===== config.mk =====
export PLATFORM = sky130hd
export DESIGN_NAME = pe_multicycle
export DESIGN_NICKNAME = d
export VERILOG_FILES = /design/src/rtl/pe_pkg.sv /design/src/rtl/pe_alu.sv /design/src/rtl/pe_multicycle.sv
export SDC_FILE = /design/constraint.sdc
export NUM_CORES = 1
export LEC_CHECK = 0
export ABC_AREA = 1
export BUFFER_PORTS_ARGS = -buffer_cell sky130_fd_sc_hd__buf_2
export CORE_ASPECT_RATIO = 0.75
export CORE_UTILIZATION = 46
export DETAILED_ROUTE_END_ITERATION = 12
export MAX_ROUTING_LAYER = met4
export PLACE_DENSITY_LB_ADDON = 0.08
export SKIP_LAST_GASP = 1
export SYNTH_ARGS = -nofsm -noshare
export SYNTH_HDL_FRONTEND = slang
export SYNTH_SLANG_ARGS = --single-unit

===== constraint.sdc =====
create_clock -name clk -period 3.64 [get_ports clk]
set_input_delay 0.182 -clock clk [delete_from_list [all_inputs] [get_ports clk]]
set_output_delay 0.182 -clock clk [all_outputs]
set_load 0.01 [all_outputs]

===== src/rtl/pe_pkg.sv =====
// Shared encodings and types for the multi-cycle CGRA processing element.
// Used by pe_alu and pe_multicycle.
package pe_pkg;

    localparam logic [6:0] OPC_LUI    = 7'b0110111;
    localparam logic [6:0] OPC_JAL    = 7'b1101111;
    localparam logic [6:0] OPC_BRANCH = 7'b1100011;
    localparam logic [6:0] OPC_LOAD   = 7'b0000011;
    localparam logic [6:0] OPC_STORE  = 7'b0100011;
    localparam logic [6:0] OPC_OPIMM  = 7'b0010011;
    localparam logic [6:0] OPC_OP     = 7'b0110011;

    localparam logic [2:0] F3_ADD = 3'b000;
    localparam logic [2:0] F3_SLL = 3'b001;
    localparam logic [2:0] F3_SLT = 3'b010;
    localparam logic [2:0] F3_XOR = 3'b100;
    localparam logic [2:0] F3_SR  = 3'b101;
    localparam logic [2:0] F3_OR  = 3'b110;
    localparam logic [2:0] F3_AND = 3'b111;
    localparam logic [2:0] F3_BEQ = 3'b000;
    localparam logic [2:0] F3_BNE = 3'b001;
    localparam logic [2:0] F3_BLT = 3'b100;
    localparam logic [2:0] F3_BGE = 3'b101;
    localparam logic [2:0] F3_W   = 3'b010;

    localparam logic [6:0] F7_BASE   = 7'b0000000;
    localparam logic [6:0] F7_ALT    = 7'b0100000;
    localparam logic [6:0] F7_MULDIV = 7'b0000001;

    typedef enum logic [3:0] {
        ALU_ADD, ALU_SUB, ALU_SLL, ALU_SLT, ALU_XOR,
        ALU_SRL, ALU_SRA, ALU_OR, ALU_AND, ALU_MUL, ALU_PASSB
    } alu_op_e;

    typedef enum logic [2:0] {
        S_IDLE, S_DECODE, S_EXEC, S_MEM, S_WB
    } state_e;

    typedef enum logic [2:0] {
        IMM_NONE, IMM_I, IMM_S, IMM_B, IMM_U, IMM_J
    } imm_type_e;

    typedef struct packed {
        alu_op_e   op;
        imm_type_e itype;
        logic      use_imm;
        logic      is_load;
        logic      is_store;
        logic      is_branch;
        logic      is_jal;
        logic      wr_rd;
        logic      illegal;
    } dec_t;

    // 32-bit immediate; callers sign-extend to XLEN.
    function automatic logic [31:0] imm32(input logic [31:0] i,
                                          input imm_type_e t);
        logic [31:0] r;
        r = '0;
        case (t)
            IMM_I:   r = {{20{i[31]}}, i[31:20]};
            IMM_S:   r = {{20{i[31]}}, i[31:25], i[11:7]};
            IMM_B:   r = {{19{i[31]}}, i[31], i[7], i[30:25],
                          i[11:8], 1'b0};
            IMM_U:   r = {i[31:12], 12'b0};
            IMM_J:   r = {{11{i[31]}}, i[31], i[19:12], i[20],
                          i[30:21], 1'b0};
            default: r = '0;
        endcase
        return r;
    endfunction

endpackage


===== src/rtl/pe_alu.sv =====
// Combinational XLEN-wide ALU for the processing element.
// MUL is only implemented when PE_MUL_EN is defined.
module pe_alu
    import pe_pkg::*;
#(
    parameter int XLEN = 32
) (
    input  alu_op_e           op_i,
    input  logic [XLEN-1:0]   a_i,
    input  logic [XLEN-1:0]   b_i,
    output logic [XLEN-1:0]   y_o
);

    localparam int SHW = $clog2(XLEN);

    logic [SHW-1:0] shamt;
    assign shamt = b_i[SHW-1:0];

    always_comb begin
        y_o = '0;
        unique case (op_i)
            ALU_ADD:   y_o = a_i + b_i;
            ALU_SUB:   y_o = a_i - b_i;
            ALU_SLL:   y_o = a_i << shamt;
            ALU_SLT:   y_o[0] = $signed(a_i) < $signed(b_i);
            ALU_XOR:   y_o = a_i ^ b_i;
            ALU_SRL:   y_o = a_i >> shamt;
            ALU_SRA:   y_o = $signed(a_i) >>> shamt;
            ALU_OR:    y_o = a_i | b_i;
            ALU_AND:   y_o = a_i & b_i;
`ifdef PE_MUL_EN
            ALU_MUL:   y_o = a_i * b_i;
`endif
            ALU_PASSB: y_o = b_i;
            default:   y_o = '0;
        endcase
    end

endmodule


===== src/rtl/pe_multicycle.sv =====
// Multi-cycle RV32I-subset processing element: IDLE/DECODE/EXEC/MEM/WB.
// Define PE_MUL_EN to decode OP funct7=0000001 funct3=000 as MUL.
module pe_multicycle
    import pe_pkg::*;
#(
    parameter int XLEN        = 32,
    parameter int MEM_TIMEOUT = 15
) (
    input  logic            clk,
    input  logic            rst,
    input  logic            instr_valid,
    output logic            instr_ready,
    input  logic [XLEN-1:0] PCin,
    input  logic [31:0]     instruction,
    output logic [4:0]      rs1Out,
    output logic [4:0]      rs2Out,
    input  logic [XLEN-1:0] AmuxIn,
    input  logic [XLEN-1:0] BmuxIn,
    output logic [4:0]      rdOut,
    output logic            rdWrite,
    output logic [XLEN-1:0] result_out,
    output logic            mem_read,
    output logic            mem_write,
    output logic [XLEN-1:0] mem_address,
    output logic [XLEN-1:0] messReg,
    input  logic            mem_ack,
    input  logic            data_Ready,
    input  logic [XLEN-1:0] mem_rdata,
    output logic [XLEN-1:0] PCout,
    output logic            pc_valid,
    output logic            err
);

    state_e          state_q, state_d;
    logic [31:0]     instr_q, instr_d;
    logic [XLEN-1:0] pc_q, pc_d;
    dec_t            dec_q, dec_d, dec_c;
    logic [XLEN-1:0] result_q, result_d;
    logic [XLEN-1:0] pcout_q, pcout_d;
    logic [XLEN-1:0] addr_q, addr_d;
    logic [XLEN-1:0] wdata_q, wdata_d;
    logic [7:0]      cnt_q, cnt_d;
    logic            abort_q, abort_d;
    logic            err_q, err_d;

    logic [6:0]      opc;
    logic [2:0]      f3;
    logic [6:0]      f7;
    logic            sh_ok;
    logic [XLEN-1:0] imm_x;
    logic [XLEN-1:0] alu_b;
    logic [XLEN-1:0] alu_y;
    logic [XLEN-1:0] pc_plus4;
    logic            taken;

    assign opc   = instr_q[6:0];
    assign f3    = instr_q[14:12];
    assign f7    = instr_q[31:25];
    // bit 25 is part of the shift amount only on 64-bit datapaths
    assign sh_ok = (XLEN == 64) || !instr_q[25];

    always_comb begin
        dec_c       = '0;
        dec_c.op    = ALU_ADD;
        dec_c.itype = IMM_NONE;
        case (opc)
            OPC_LUI: begin
                dec_c.itype   = IMM_U;
                dec_c.use_imm = 1'b1;
                dec_c.op      = ALU_PASSB;
                dec_c.wr_rd   = 1'b1;
            end
            OPC_JAL: begin
                dec_c.itype  = IMM_J;
                dec_c.is_jal = 1'b1;
                dec_c.wr_rd  = 1'b1;
            end
            OPC_BRANCH: begin
                dec_c.itype     = IMM_B;
                dec_c.is_branch = 1'b1;
                dec_c.illegal   = !(f3 == F3_BEQ || f3 == F3_BNE ||
                                    f3 == F3_BLT || f3 == F3_BGE);
            end
            OPC_LOAD: begin
                dec_c.itype   = IMM_I;
                dec_c.is_load = 1'b1;
                dec_c.wr_rd   = 1'b1;
                dec_c.illegal = (f3 != F3_W);
            end
            OPC_STORE: begin
                dec_c.itype    = IMM_S;
                dec_c.is_store = 1'b1;
                dec_c.illegal  = (f3 != F3_W);
            end
            OPC_OPIMM: begin
                dec_c.itype   = IMM_I;
                dec_c.use_imm = 1'b1;
                dec_c.wr_rd   = 1'b1;
                case (f3)
                    F3_ADD: dec_c.op = ALU_ADD;
                    F3_SLT: dec_c.op = ALU_SLT;
                    F3_XOR: dec_c.op = ALU_XOR;
                    F3_OR:  dec_c.op = ALU_OR;
                    F3_AND: dec_c.op = ALU_AND;
                    F3_SLL: begin
                        dec_c.op      = ALU_SLL;
                        dec_c.illegal = !(sh_ok &&
                                          instr_q[31:26] == 6'b0);
                    end
                    F3_SR: begin
                        dec_c.op      = instr_q[30] ? ALU_SRA
                                                    : ALU_SRL;
                        dec_c.illegal = !(sh_ok &&
                            (instr_q[31:26] == 6'b000000 ||
                             instr_q[31:26] == 6'b010000));
                    end
                    default: dec_c.illegal = 1'b1;
                endcase
            end
            OPC_OP: begin
                dec_c.wr_rd = 1'b1;
                if (f7 == F7_BASE) begin
                    case (f3)
                        F3_ADD:  dec_c.op = ALU_ADD;
                        F3_SLL:  dec_c.op = ALU_SLL;
                        F3_SLT:  dec_c.op = ALU_SLT;
                        F3_XOR:  dec_c.op = ALU_XOR;
                        F3_SR:   dec_c.op = ALU_SRL;
                        F3_OR:   dec_c.op = ALU_OR;
                        F3_AND:  dec_c.op = ALU_AND;
                        default: dec_c.illegal = 1'b1;
                    endcase
                end else if (f7 == F7_ALT && f3 == F3_ADD) begin
                    dec_c.op = ALU_SUB;
                end else if (f7 == F7_ALT && f3 == F3_SR) begin
                    dec_c.op = ALU_SRA;
`ifdef PE_MUL_EN
                end else if (f7 == F7_MULDIV && f3 == F3_ADD) begin
                    dec_c.op = ALU_MUL;
`endif
                end else begin
                    dec_c.illegal = 1'b1;
                end
            end
            default: dec_c.illegal = 1'b1;
        endcase
    end

    assign imm_x    = XLEN'($signed(imm32(instr_q, dec_q.itype)));
    assign alu_b    = dec_q.use_imm ? imm_x : BmuxIn;
    assign pc_plus4 = pc_q + XLEN'(4);

    pe_alu #(.XLEN(XLEN)) u_alu (
        .op_i (dec_q.op),
        .a_i  (AmuxIn),
        .b_i  (alu_b),
        .y_o  (alu_y)
    );

    always_comb begin
        taken = 1'b0;
        case (f3)
            F3_BEQ:  taken = (AmuxIn == BmuxIn);
            F3_BNE:  taken = (AmuxIn != BmuxIn);
            F3_BLT:  taken = $signed(AmuxIn) < $signed(BmuxIn);
            F3_BGE:  taken = $signed(AmuxIn) >= $signed(BmuxIn);
            default: taken = 1'b0;
        endcase
    end

    always_comb begin
        state_d  = state_q;
        instr_d  = instr_q;
        pc_d     = pc_q;
        dec_d    = dec_q;
        result_d = result_q;
        pcout_d  = pcout_q;
        addr_d   = addr_q;
        wdata_d  = wdata_q;
        cnt_d    = cnt_q;
        abort_d  = abort_q;
        err_d    = err_q;
        case (state_q)
            S_IDLE: begin
                if (instr_valid) begin
                    instr_d = instruction;
                    pc_d    = PCin;
                    abort_d = 1'b0;
                    state_d = S_DECODE;
                end
            end
            S_DECODE: begin
                dec_d   = dec_c;
                state_d = S_EXEC;
            end
            S_EXEC: begin
                cnt_d = '0;
                if (dec_q.illegal) begin
                    err_d   = 1'b1;
                    pcout_d = pc_plus4;
                    state_d = S_WB;
                end else begin
                    result_d = dec_q.is_jal ? pc_plus4 : alu_y;
                    addr_d   = AmuxIn + imm_x;
                    wdata_d  = BmuxIn;
                    pcout_d  = (dec_q.is_jal ||
                                (dec_q.is_branch && taken))
                             ? pc_q + imm_x : pc_plus4;
                    state_d  = (dec_q.is_load || dec_q.is_store)
                             ? S_MEM : S_WB;
                end
            end
            S_MEM: begin
                // completion has priority over a coincident timeout
                if (dec_q.is_load && data_Ready) begin
                    result_d = mem_rdata;
                    state_d  = S_WB;
                end else if (dec_q.is_store && mem_ack) begin
                    state_d = S_WB;
                end else if (cnt_q + 8'd1 == 8'(MEM_TIMEOUT)) begin
                    abort_d = 1'b1;
                    err_d   = 1'b1;
                    state_d = S_WB;
                end else begin
                    cnt_d = cnt_q + 8'd1;
                end
            end
            S_WB:    state_d = S_IDLE;
            default: state_d = S_IDLE;
        endcase
    end

    always_ff @(posedge clk) begin
        if (rst) begin
            state_q  <= S_IDLE;
            instr_q  <= '0;
            pc_q     <= '0;
            dec_q    <= '0;
            result_q <= '0;
            pcout_q  <= '0;
            addr_q   <= '0;
            wdata_q  <= '0;
            cnt_q    <= '0;
            abort_q  <= 1'b0;
            err_q    <= 1'b0;
        end else begin
            state_q  <= state_d;
            instr_q  <= instr_d;
            pc_q     <= pc_d;
            dec_q    <= dec_d;
            result_q <= result_d;
            pcout_q  <= pcout_d;
            addr_q   <= addr_d;
            wdata_q  <= wdata_d;
            cnt_q    <= cnt_d;
            abort_q  <= abort_d;
            err_q    <= err_d;
        end
    end

    assign instr_ready = (state_q == S_IDLE) && !rst;
    assign rs1Out      = instr_q[19:15];
    assign rs2Out      = instr_q[24:20];
    assign rdOut       = instr_q[11:7];
    assign rdWrite     = (state_q == S_WB) && dec_q.wr_rd &&
                         !dec_q.illegal && !abort_q &&
                         (instr_q[11:7] != 5'd0);
    assign result_out  = result_q;
    assign mem_read    = (state_q == S_MEM) && dec_q.is_load;
    assign mem_write   = (state_q == S_MEM) && dec_q.is_store;
    assign mem_address = addr_q;
    assign messReg     = wdata_q;
    assign PCout       = pcout_q;
    assign pc_valid    = (state_q == S_WB);
    assign err         = err_q;

endmodule


=== After elaboration in Yosys (flattened, before gate mapping) ===
Cells that the tools add are included.

* Bits of input ports: 165
* Register bits after elaboration: 219
* ROM bits: 0
* Memory bits (writable): 0
* Memories kept: 0
* Output and inout port bits: 149
* Logic and storage cells: 179
* Latch bits: 0

* Reductions and logical operators: 49
* Order comparisons: 3
* Shift-type cells: 3
* Bitwise logic cells: 4
* Multiply operators: 0
* Add/sub/neg operators: 6
* Divide/modulo/power cells: 0
* Mux-type cells: 49
* Equality and inequality tests: 46

{| class="wikitable"
|+ Operators by type and width
! cell !! count
|-
| case mux 31 bit (9 select lines) || 1
|-
| two-way mux 32 bit || 6
|-
| case mux 32 bit (5 select lines) || 1
|-
| adder 32 bit || 3
|-
| < comparator 32 bit || 2
|-
| case mux 32 bit (2 select lines) || 1
|-
| case mux 4 bit (6 select lines) || 2
|-
| adder 32 x 3 -> 32 bit, second input constant || 1
|-
| AND 32 bit || 1
|-
| equality test 32 bit || 1
|-
| >= comparator 32 bit || 1
|-
| != test 32 bit || 1
|-
| OR 32 bit || 1
|-
| left shift 32 x 5 -> 32 bit || 1
|-
| >> shifter 32 x 5 -> 32 bit || 1
|-
| >>> shifter 32 x 5 -> 32 bit || 1
|-
| subtractor 32 bit || 1
|-
| XOR 32 bit || 1
|-
| equality test 7 x 6 -> 1 bit, second input constant || 4
|-
| two-way mux 8 bit || 3
|-
| equality test 3 bit, second input constant || 7
|-
| two-way mux 3 bit || 7
|-
| equality test 4 x 3 -> 1 bit, second input constant || 4
|-
| != test 2 bit, second input constant || 8
|-
| other kinds (42) || 100
|}

=== Longest topological paths before layout ===
* Depth in word-level cells: 8
* Gate-level depth with buffers: 30
* Depth with buffers taken out: 29

=== By module ===
A second synthesis with hierarchy kept.

* Cell total of the unflattened synthesis: 4295
* Area, all modules: 24802.5 µm²

{| class="wikitable"
|+ Modules (own cells, without submodules)
! module !! cells each !! seq. area each (µm²) !! area an instance (µm²) !! instances
|-
| pe_multicycle || 2117 || 4384.2 || 14441.4 || 1
|-
| pe_alu || 2178 || 0.0 || 10361.2 || 1
|}

=== Worst setup path after synthesis ===
OpenSTA, ideal clock, no wires.

* Path type: reg-to-reg
* Start point: reg dec_q[6] (netlist name)
* End point: reg result_q[28], in the netlist result_out[28]
* Path slack: 256 ps
* Clock period less this slack: 3384 ps
* Cell stages (with the launch flop): 24
* Setup time: 132 ps
* Arrival time: 3252 ps
* Buffers on the path: 4
* Required time: 3508 ps
* Path through: dfxtp_1 -> buf_2 -> buf_1 -> clkbuf_1 -> nand2_1 -> nand2_1 -> inv_1 -> ha_1 -> clkbuf_1 -> nand2_1 -> o21ai_0 -> a21oi_1 -> o21ai_0 -> nand3_1 -> nand2_1 -> nand3_1 -> nand2_1 -> nand2_1 -> nand3_1 -> nand3_1 -> nand2_1 -> nand2_1 -> nand2_1 -> a21oi_1

* Cells in the longest elaborated chain, start to end: 6
* Elaborated cells on any way between the ends: 13
* Classes of those cells: add/sub (2); shift (3); mux (5); bitwise (3)

{| class="wikitable"
|+ Ends and longest elaborated chain
! what !! line !! RTL
|-
| from (decl) || pe_multicycle.sv:37 || <nowiki>dec_t dec_q, dec_d, dec_c;</nowiki>
|-
| from (signal assigned) || pe_multicycle.sv:238 || <nowiki>dec_q <= '0;</nowiki>
|-
| from (signal assigned) || pe_multicycle.sv:250 || <nowiki>dec_q <= dec_d;</nowiki>
|-
| two-way mux 32 bit * || pe_multicycle.sv:150 || <nowiki>assign alu_b = dec_q.use_imm ? imm_x : BmuxIn;</nowiki>
|-
| subtractor 32 bit, or another cell as far along || pe_alu.sv:23 || <nowiki>ALU_SUB: y_o = a_i - b_i;</nowiki>
|-
| case mux 31 bit (9 select lines) * || pe_alu.sv:21 || <nowiki>unique case (op_i)</nowiki>
|-
| two-way mux 32 bit * || pe_multicycle.sv:203 || <nowiki>result_d = dec_q.is_jal ? pc_plus4 : alu_y;</nowiki>
|-
| two-way mux 32 bit * || pe_multicycle.sv:198 || <nowiki>if (dec_q.illegal) begin</nowiki>
|-
| case mux 32 bit (2 select lines) * || pe_multicycle.sv:183 || <nowiki>case (state_q)</nowiki>
|-
| to (signal assigned) || pe_multicycle.sv:251 || <nowiki>result_q <= result_d;</nowiki>
|-
| to (decl) || pe_multicycle.sv:38 || <nowiki>logic [XLEN-1:0] result_q, result_d;</nowiki>
|}

Every way passes the cells marked *; elsewhere a longest branch is shown, timed or not. The select of a mux whose other input is x is not followed.
A chain may end at the register's enable or synchronous reset.

=== Worst setup path after layout ===
* Start point: reg dec_q[8] (netlist name)
* End point: reg result_q[13], in the netlist result_out[13]

* Cells in the longest elaborated chain, start to end: 8
* Elaborated cells on any way between the ends: 19
* Classes of those cells: add/sub (2); eq/ne (5); shift (3); mux (6); bitwise (3)

{| class="wikitable"
|+ Ends and longest elaborated chain
! what !! line !! RTL
|-
| equality test 3 bit, or another cell as far along || pe_pkg.sv:60 || <nowiki>case (t)</nowiki>
|-
| case mux 32 bit (5 select lines) * || pe_pkg.sv:60 ||
|-
| two-way mux 32 bit * || pe_multicycle.sv:150 ||
|-
| subtractor 32 bit, or another cell as far along || pe_alu.sv:23 ||
|-
| case mux 31 bit (9 select lines) * || pe_alu.sv:21 ||
|-
| two-way mux 32 bit * || pe_multicycle.sv:203 ||
|-
| two-way mux 32 bit * || pe_multicycle.sv:198 ||
|-
| case mux 32 bit (2 select lines) * || pe_multicycle.sv:183 ||
|}

Marked as above.

==> impl_results.md <==
- Final period util: 100%
- Clock Power Share: 13.4%
- Nets: 5418
- H-tree depth: 1
- Post-DP HPWL: 118 mm
- FF+latch count, synth: about 220
- Worst r2r path cells: 25
- Final Hold Fails: 0
- Sw frac: 52.8%
- Syn_nets: 4662
- Skew final: 0.0165 ns
- Slew Viols, Final: 0
- Reg-to-reg slack, setup: -0.006 ns
- Worst-path clk slew: 0.06 ns
- Hold_sp: instruction[27]
- Ys async rst share: 0%
- 1st-iter DRT viols: 5966
- Avg Cell Area, Syn: approximately 5.8 sq um
- Area grow syn2layout: 33.5%
- Post-synth EDFFs: 0
- Finished Layout Cells: approximately 5800
- Die width: 272 um
- Die Y: 204 um
- Slack of the critical path: -0.00563 ns
- Clock buffer depth: 3
- Via density: 6.03
- RSZ-0062 raised after global routing: yes
- # setup viols final: 1
- Maximum clock rate: about 0.27 GHz
- Crit start category: flop
- Worst hold path class: input port to flop
- Share of layout cells above drive strength 1: 24.1%
- Final Util: 62.7%
- Worst hold endpoint: instr_q[27]$_SDFFE_PP0P_
- Register area share after synthesis: 17.4%
- Routed len/inst: 24.9 um
- IO buf count: 313
- Most frequent cells in the layout: nand2_1, buf_4, nand3_1, inv_1, a21oi_1
- Overflow after GRT: 0
- Die Area: roughly 0.056 sq mm
- WS Path Type: flop to flop
- NetSw: 10.3 mW
- Core Footprint: between 0.05 and 0.06 sq mm
- Synth Flop Type: dfxtp_1
- Fill count: 5137
- Placed cells: ~5600
- Worst-skew pair later-pin latency: 0.58 ns
- Initial Util: 47.0%
- Status: complete, but fails checks
- # rows: 73
- Syn Inst Count: 4315
- Internal power: about 9.2 mW
- Critical path fanouts, max: 4
- Commonest non-fill, non-tap cell in the layout: nand2_1
- Setup crit end kind: flop
- Critical Path RT: 4.08 ns
- Combinational share of power: 69.9%
- Vias: approximately 35000
- Final wirelength: 145 mm
- Tmin final: 3.65 ns
- Root Driver: clkbuf_16
- Failing checks: negative setup slack
- Cell Area, Synth: 0.0251 sq mm
- First-pass DRT Iterations: 6
- Post-DRT Antenna Nets: 0
- Worst Tran Pin Value: 0.967 ns
- DRC viols: 0
- Peak supply drop: 0.422 mV
- GPL Wtd Cong: 1.16
- Netlist cell types: 67
- Vias in the first global route: 30500
- Num CTS Buffers: 25
- Critical Path AT: between 4 and 5 ns
- Sequential share of power: 16.7%
- IO Pins: 314
- Gr usage total: 50.8%
- Worst r2r dst: result_out[13]$_SDFFE_PP0P_
- CTS tree: yes
- R2r startpoint: dec_q[8]$_SDFFE_PP0P_
- Synthesis Warnings: 0
- Global-route wire length before repair: approximately 200 mm
- CTS sink count: 219
- Rel. slew slack: 34.8%
- Power density over the cells: 581 mW/mm^2
- Pin count of the biggest net entering global routing: 84
- Initial antenna violation count: 14
- Max cap viols: 0
- Leak Pwr: 16.9 nW
- WHS Path Cells: 3
power groups by stage:
| stage | Sequential, mW | Clock, mW | Combinational (mW) |
|---|---|---|---|
| detailed placement | 3.25 | 0 | 12.1 |
| floorplan | 3.27 | 0 | 6.54 |
| global placement | 3.25 | 0 | 12.0 |
| finish | 3.25 | 2.61 | 13.6 |
| global route | 3.27 | 2.68 | 14.4 |
| CTS | 3.21 | 2.58 | 12.3 |
kinds of logic (layout without fill, tap and decap cells):
kind of cell	after synthesis	in the layout	share of synthesized area [%]
XOR/XNOR	70	70	2.44
other	0	14	0
multiplexers	2	2	0.0796
flip-flops	219	219	17.4
AND/OR/NAND/NOR	2108	2108	37.0
buffers and inverters	731	1503	11.8
AO/OA/AOI/OAI	1003	1003	22.2
adder cells (fa/ha/maj)	182	182	9.08
cell usage after synthesis, types with 24 or more instances:
cell type | number | share of area [%]
nand4_1 | 44 | 1.1
a21oi_1 | 425 | 8.5
nand2_2 | 39 | 0.97
nand2_1 | 989 | 15
o21bai_1 | 24 | 0.72
clkbuf_1 | 117 | 1.7
buf_2 | 33 | 0.66
ha_1 | 181 | 9.0
inv_1 | 506 | 7.6
nor3_1 | 56 | 1.1
dfxtp_1 | 219 | 17
o21ai_0 | 330 | 6.6
or2_2 | 42 | 1.0
o21ai_1 | 43 | 0.86
nand3_1 | 513 | 10
nor2_1 | 347 | 5.2
xor2_1 | 54 | 1.9
o211ai_1 | 34 | 1.0
a31oi_1 | 33 | 0.82
critical path, cell delays in order, from the launching register on:
cell and delay (ns):
dfxtp_4 0.37, inv_6 0.09, nor2_8 0.04, buf_4 0.15, a31oi_1 0.14, nand3b_1 0.16, buf_6 0.18, o21ai_4 0.18
buf_6 0.13, inv_1 0.04, ha_1 0.20, inv_1 0.12, o21ai_1 0.10, o21bai_2 0.22, a21oi_2 0.14, nand2_2 0.13
o21ai_0 0.16, a21oi_1 0.06, buf_4 0.15, nor3_1 0.19, buf_4 0.17, nand3_1 0.11, nand2_1 0.11, nand2_1 0.06
nand2_1 0.07, a21oi_1 0.05
repair_timing:
action	4_1_cts	5_1_grt
hold buffers	99	1
pin swaps	4	42
endpoints found under the setup margin	24	33
cloned	0	1
buffers inserted	2	15
resized for setup	52	238
endpoints found under the hold margin	99	1
registers in the layout, summed over array words and instances (netlist names):
name,cells
instr_q,32
messReg,32
state_q,3
dec_q,14
PCout,32
pc_q,32
abort_q,1
mem_address,32
err,1
result_out,32
cnt_q,8
layout make-up:
class / instances / area (sq um) / area share (%)
multi-input combinational: 3365 / 18800 / 56.1
timing repair buffer: 933 / 6640 / 19.8
sequential: 219 / 4390 / 13.1
inverter: 527 / 1990 / 5.94
tap: 712 / 891 / 2.65
clock buffer: 29 / 661 / 1.97
clock inverter: 14 / 144 / 0.429
antenna: 14 / 35.0 / 0.104
metrics by stage:
stage          power (mW)  setup slack [ns]  setup TNS (ns)  cell area [sq um]  hold slack, ns
3_3_place_gp         15.3            -0.313           -4.33              30500           0.404
3_5_place_dp         15.3            -0.380           -6.45              30500           0.412
5_1_grt              20.3           -0.0960          -0.952              33600          0.0142
2_1_floorplan        9.81             0.256               0              25100           0.317
6_report             19.5          -0.00563        -0.00563              33600         0.00449
4_1_cts              18.1           -0.0361         -0.0852              32500        0.000713
layer usage:
| metal | GRT usage (%) | routed length [um] |
|---|---|---|
| met4 | 18.0 | 6530 |
| met3 | 19.1 | 24700 |
| met5 | - | 0 |
| met2 | 65.4 | 53200 |
| met1 | 70.5 | 60400 |
worst max path at each step:
stage	startpoint	endpoint	slack (ns)	cells after the start
floorplan	dec_q[6]$_SDFFE_PP0P_	result_out[28]$_SDFFE_PP0P_	0.26	23
global placement	dec_q[9]$_SDFFE_PP0P_	result_out[0]$_SDFFE_PP0P_	-0.31	25
detailed placement	dec_q[9]$_SDFFE_PP0P_	result_out[19]$_SDFFE_PP0P_	-0.38	20
CTS	dec_q[8]$_SDFFE_PP0P_	result_out[15]$_SDFFE_PP0P_	-0.04	22
global route	dec_q[9]$_SDFFE_PP0P_	result_out[27]$_SDFFE_PP0P_	-0.1	26
finish	dec_q[8]$_SDFFE_PP0P_	result_out[13]$_SDFFE_PP0P_	-0.006	25
Note: power is estimated with default switching activity, not from simulation.
